`src/rtl/rf_master_pkg.sv`:
```
// Shared types and constants for the register-file access master.
// State encoding is fixed here so every build shares the same enum.
package rf_master_pkg;

   localparam int DEF_ADDR_WIDTH = 3;
   localparam int DEF_RF_DEPTH   = 8;
   localparam int DEF_RF_WIDTH   = 16;

   localparam logic CMD_READ  = 1'b0;
   localparam logic CMD_WRITE = 1'b1;

   typedef enum logic [2:0] {
      IDLE,
      ISSUE,
      CAPTURE,
      VERIFY_RD,
      VERIFY_CMP,
      RESP
   } state_e;

endpackage

```
`src/rtl/rf_access_master.sv`:
```
// Command-driven initiator for the single-port register file: one command in flight,
// one response per command. Optional write read-back check via RF_MASTER_WRVERIFY_EN.
module rf_access_master
   import rf_master_pkg::*;
#(
   parameter int ADDR_WIDTH = DEF_ADDR_WIDTH,
   parameter int RF_DEPTH   = DEF_RF_DEPTH,
   parameter int RF_WIDTH   = DEF_RF_WIDTH
) (
   input  logic                  CLK,
   input  logic                  RST,
   input  logic                  cmd_valid,
   output logic                  cmd_ready,
   input  logic                  cmd_write,
   input  logic [ADDR_WIDTH-1:0] cmd_addr,
   input  logic [RF_WIDTH-1:0]   cmd_wdata,
   output logic                  rsp_valid,
   input  logic                  rsp_ready,
   output logic                  rsp_write,
   output logic [RF_WIDTH-1:0]   rsp_rdata,
   output logic                  rsp_error,
   output logic                  write_enable,
   output logic                  read_enable,
   output logic [ADDR_WIDTH-1:0] address,
   output logic [RF_WIDTH-1:0]   write_data,
   input  logic [RF_WIDTH-1:0]   read_data,
   output logic                  busy
);

   state_e                state_q, state_d;
   logic                  write_q, write_d;
   logic [ADDR_WIDTH-1:0] addr_q, addr_d;
   logic [RF_WIDTH-1:0]   wdata_q, wdata_d;
   logic [RF_WIDTH-1:0]   rdata_q, rdata_d;
   logic                  err_q, err_d;
   logic                  we_q, we_d;
   logic                  re_q, re_d;
   logic                  addr_ok;

   assign addr_ok = (int'(cmd_addr) < RF_DEPTH);

   // Strobes are computed for the state being entered so they appear as flops
   // exactly in ISSUE / VERIFY_RD and clear asynchronously on reset.
   always_comb begin
      state_d = state_q;
      write_d = write_q;
      addr_d  = addr_q;
      wdata_d = wdata_q;
      rdata_d = rdata_q;
      err_d   = err_q;
      we_d    = 1'b0;
      re_d    = 1'b0;
      case (state_q)
         IDLE: begin
            if (cmd_valid) begin
               write_d = cmd_write;
               addr_d  = cmd_addr;
               wdata_d = cmd_wdata;
               rdata_d = '0;
               err_d   = !addr_ok;
               state_d = ISSUE;
               if (addr_ok) begin
                  we_d = (cmd_write == CMD_WRITE);
                  re_d = (cmd_write == CMD_READ);
               end
            end
         end
         ISSUE: begin
            if (err_q) begin
               state_d = RESP;
            end else if (write_q == CMD_WRITE) begin
`ifdef RF_MASTER_WRVERIFY_EN
               state_d = VERIFY_RD;
               re_d    = 1'b1;
`else
               state_d = RESP;
`endif
            end else begin
               state_d = CAPTURE;
            end
         end
         CAPTURE: begin
            rdata_d = read_data;
            state_d = RESP;
         end
`ifdef RF_MASTER_WRVERIFY_EN
         VERIFY_RD: begin
            state_d = VERIFY_CMP;
         end
         VERIFY_CMP: begin
            // Read-back data is compared but never returned; writes answer with rdata 0.
            if (read_data != wdata_q) err_d = 1'b1;
            state_d = RESP;
         end
`endif
         RESP: begin
            if (rsp_ready) state_d = IDLE;
         end
         default: state_d = IDLE;
      endcase
   end

   always_ff @(posedge CLK or negedge RST) begin
      if (!RST) begin
         state_q <= IDLE;
         write_q <= 1'b0;
         addr_q  <= '0;
         wdata_q <= '0;
         rdata_q <= '0;
         err_q   <= 1'b0;
         we_q    <= 1'b0;
         re_q    <= 1'b0;
      end else begin
         state_q <= state_d;
         write_q <= write_d;
         addr_q  <= addr_d;
         wdata_q <= wdata_d;
         rdata_q <= rdata_d;
         err_q   <= err_d;
         we_q    <= we_d;
         re_q    <= re_d;
      end
   end

   assign cmd_ready    = (state_q == IDLE);
   assign busy         = (state_q != IDLE);
   assign rsp_valid    = (state_q == RESP);
   assign rsp_write    = write_q;
   assign rsp_rdata    = rdata_q;
   assign rsp_error    = err_q;
   assign write_enable = we_q;
   assign read_enable  = re_q;
   assign address      = addr_q;
   assign write_data   = wdata_q;

endmodule

```
`config.mk`:
```
export PLATFORM = sky130hd
export DESIGN_NAME = rf_access_master
export DESIGN_NICKNAME = d
export VERILOG_FILES = /design/src/rtl/rf_master_pkg.sv /design/src/rtl/rf_access_master.sv
export SDC_FILE = /design/constraint.sdc
export NUM_CORES = 1
export LEC_CHECK = 0
export CAP_MARGIN = 20
export CORE_MARGIN = 10
export CORE_UTILIZATION = 36
export DETAILED_ROUTE_END_ITERATION = 16
export HOLD_SLACK_MARGIN = 0.1
export PLACE_DENSITY = 0.86
export SYNTH_ARGS = -nofsm -noshare
export SYNTH_HDL_FRONTEND = slang
export SYNTH_SLANG_ARGS = --single-unit
```
`constraint.sdc`:
```
create_clock -name CLK -period 1.9 [get_ports CLK]
set_input_delay 0.57 -clock CLK [delete_from_list [all_inputs] [get_ports CLK]]
set_output_delay 0.57 -clock CLK [all_outputs]
set_load 0.01 [all_outputs]
```
==> impl_metrics.toml <==
[clock_tree]
root_buffer = "clkbuf_8"
clk_pin_slew_ps = 80
clk-insertion-delay-late_ps = 290
clock_sinks = 41
cts_tree = "built"
cts_hold_buf = 0
cts_inserted_buffers = 5
h-tree-depth = 2
cts_buffer_depth = 2

[timing]
relSlewSlack = 0.558
rsz0062_at_grt = "no"
fin_hold_ws_ps = 197
clock.fmax_ghz = 0.547
skew_ps = 6.68
slew_viol_final = 0
setup_viol = 0
hold_viol = 0
worstMarginPinSlew_ps = 660
period_share = 0.962
fin_crit_ps = 1830

[synth]
synth_top_family_by_area = "multiplexers"
synth_cells = 99
synth_edf_count = 0
synthMuxAreaShare = 0.145
synthFlopType = "dfrtp_1"
yosys.area_share.xor_xnor = 0
synth_seq_cells = 41
syn_avg_cell_area_sq_um = 15.7
yosysMostFrequentCell = "dfrtp_1"
synth_top_cell_area_share = 0.659
netlist_top_cells_count = "41 x dfrtp_1, 18 x mux2_2, 16 x a22o_1"
ys_async_sr_fraction = 1.00
synthTopCellsByArea = "dfrtp_1 66%, mux2_2 13%, a22o_1 9.0%"
synth_area_sq_mm = 0.00156
synthSimpleGateAreaFrac = 0.0586
synth_area_leader_cell = "dfrtp_1"
syn_nets = 139
ys_warn_count = 0
synth_compound_area_frac = 0.0988
synth.yosys.seq_area_share = 0.659
synth.distinct_cells = 21
synthAdderAreaFrac = 0

[critical_path]
path_cells = "clkdlybuf4s50_1"
crit_type = "reg2out"
r2r_slack_ps = 320
critical_path.slowest_cell = "clkdlybuf4s50_1"
ff2ff_path_depth = 5
cp_top_family = "buffers and inverters"
cp.buffers_inverters = 1
worstPathArrival_ps = 1260
r2r-end = "rsp_rdata[15]$_DFFE_PN0P_"
r2r-start = "state_q[1]$_DFFE_PN0P_"
critPathRequiredTime_ps = 1330
critPathMaxStageDelay_ps = 580
startpoint_type = "flip-flop"
end_kind = "primary output"
cp_max_fo = 4

[floorplanning]
rows = 23
dieArea_sq_mm = 0.00736
ios = 82
core_area_sq_mm = 0.00409
die_y_um = 85.8
initial_utilization = 0.381
die_w_um = 85.8

[global_routing]
grt-ovfl-total = 0
grt_pass1_vias = 1301
antenna_found_initial = 0
grt_usage = 0.124
grt_max_degree = 26
grt_pass1_wl_mm = 7.15

[power_and_ir_drop]
power_switching_w = 0.00130
clockPowerShare = 0.147
p_leak_nw = 1.12
seqPwrFrac = 0.364
comb_power_share = 0.489
finalPower_w = 0.00412
power.share.switching = 0.316
p_int_w = 0.00282
ir_drop_mv = 0.698
power.density_mw_per_mm2 = 1620

[placed_design]
numPortBuffers = 80
hpwl_mm = 3.62
finalWeightedCongestion = 0.763

[outcome]
outcome = "complete, no violations"

[drt]
wirelength_mm = 4.50
drcViolationCount = 0
drt_first_pass_iters = 4
first_iter_violations = 65
avgViaCountPerCell = 4.88
num_vias = 1175
drt.antenna.violating_nets = 0
wire_per_inst_um = 18.7

[cells_and_area]
area_growth_pct = 63.4
drive_gt1_frac = 0.225
layout.nets = 230
post-route-util = 0.623
nFillCells = 319
diodes = 0

[worst_hold_path]
hp-class = "in2async"

[flow_run]
drv_cap = 0
-- through the flow --
step                worst slack, ps  TNS (ps)  area [sq um]  cells
detailed placement            -95.1     -1240          2450    233
global placement              -66.2     -1020          2450    233
CTS                            11.2         0          2550    241
floorplan                       314         0          1560     99
finish                         72.9         0          2540    241
global route                   23.5         0          2540    241
-- layer usage --
| metal | wire [um] | track usage |
|---|---|---|
| met5 | 0 | 0 |
| met1 | 1780 | 0.132 |
| met2 | 2360 | 0.215 |
| met4 | 27 | 0.0539 |
| met3 | 336 | 0.0473 |
-- kinds of logic (layout without fill, tap and decap cells) --
group	Yosys count	after routing
and+or+nand+nor	11	11
AOI/OAI and AO/OA	18	18
other	1	1
DFF	41	41
muxes	20	20
buffers and inverters	8	100
-- layout make-up --
| class | instances | area, sq um | share of cell area |
|---|---|---|---|
| Sequential cell | 41 | 1030 | 0.403 |
| Clock inverter | 1 | 5.00 | 0.00197 |
| Inverter | 2 | 7.51 | 0.00295 |
| Multi-Input combinational cell | 50 | 479 | 0.188 |
| Timing Repair Buffer | 90 | 868 | 0.341 |
| Tap cell | 50 | 62.6 | 0.0246 |
| Clock buffer | 7 | 96.3 | 0.0379 |
-- layout by cell type, fill, tap and decap left out, drive strengths merged, types with 2 or more instances in the layout --
cell type | Yosys | final
clkdlybuf4s50 | 0 | 76
nand2 | 2 | 2
nor4b | 2 | 2
mux2 | 20 | 20
inv | 2 | 2
dfrtp | 41 | 41
clkbuf | 0 | 9
a22o | 16 | 16
buf | 6 | 12
-- power groups by stage --
stage               clock [W]  combinational [W]  sequential [W]
finish               0.000606            0.00201         0.00150
global route         0.000668            0.00217         0.00154
CTS                  0.000629            0.00207         0.00150
detailed placement          0            0.00208         0.00151
global placement            0            0.00199         0.00148
floorplan                   0           0.000708         0.00169
-- sequential cells by signal, indices dropped and copies added (netlist names) --
signal        cells
rsp_rdata        16
read_enable       1
write_data       16
state_q           3
rsp_write         1
write_enable      1
address           3
-- how the worst max path moves through the flow --
| stage | start | to | depth (start not counted) |
|---|---|---|---|
| 5_1_grt | state_q[0]$_DFFE_PN0P_ | cmd_ready | 3 |
| 4_1_cts | state_q[0]$_DFFE_PN0P_ | busy | 2 |
| 6_report | rsp_write$_DFFE_PN0P_ | rsp_write | 1 |
| 3_5_place_dp | cmd_valid | address[0]$_DFFE_PN0P_ | 4 |
| 2_1_floorplan | state_q[0]$_DFFE_PN0P_ | cmd_ready | 2 |
| 3_3_place_gp | cmd_valid | address[1]$_DFFE_PN0P_ | 4 |
-- repair_timing --
| item | CTS | global route |
|---|---|---|
| setup endpoints to repair | 3 | 2 |
| resized for setup | 9 | 2 |
| setup buffers | 0 | 0 |
Note: power is estimated with default switching activity, not from simulation.
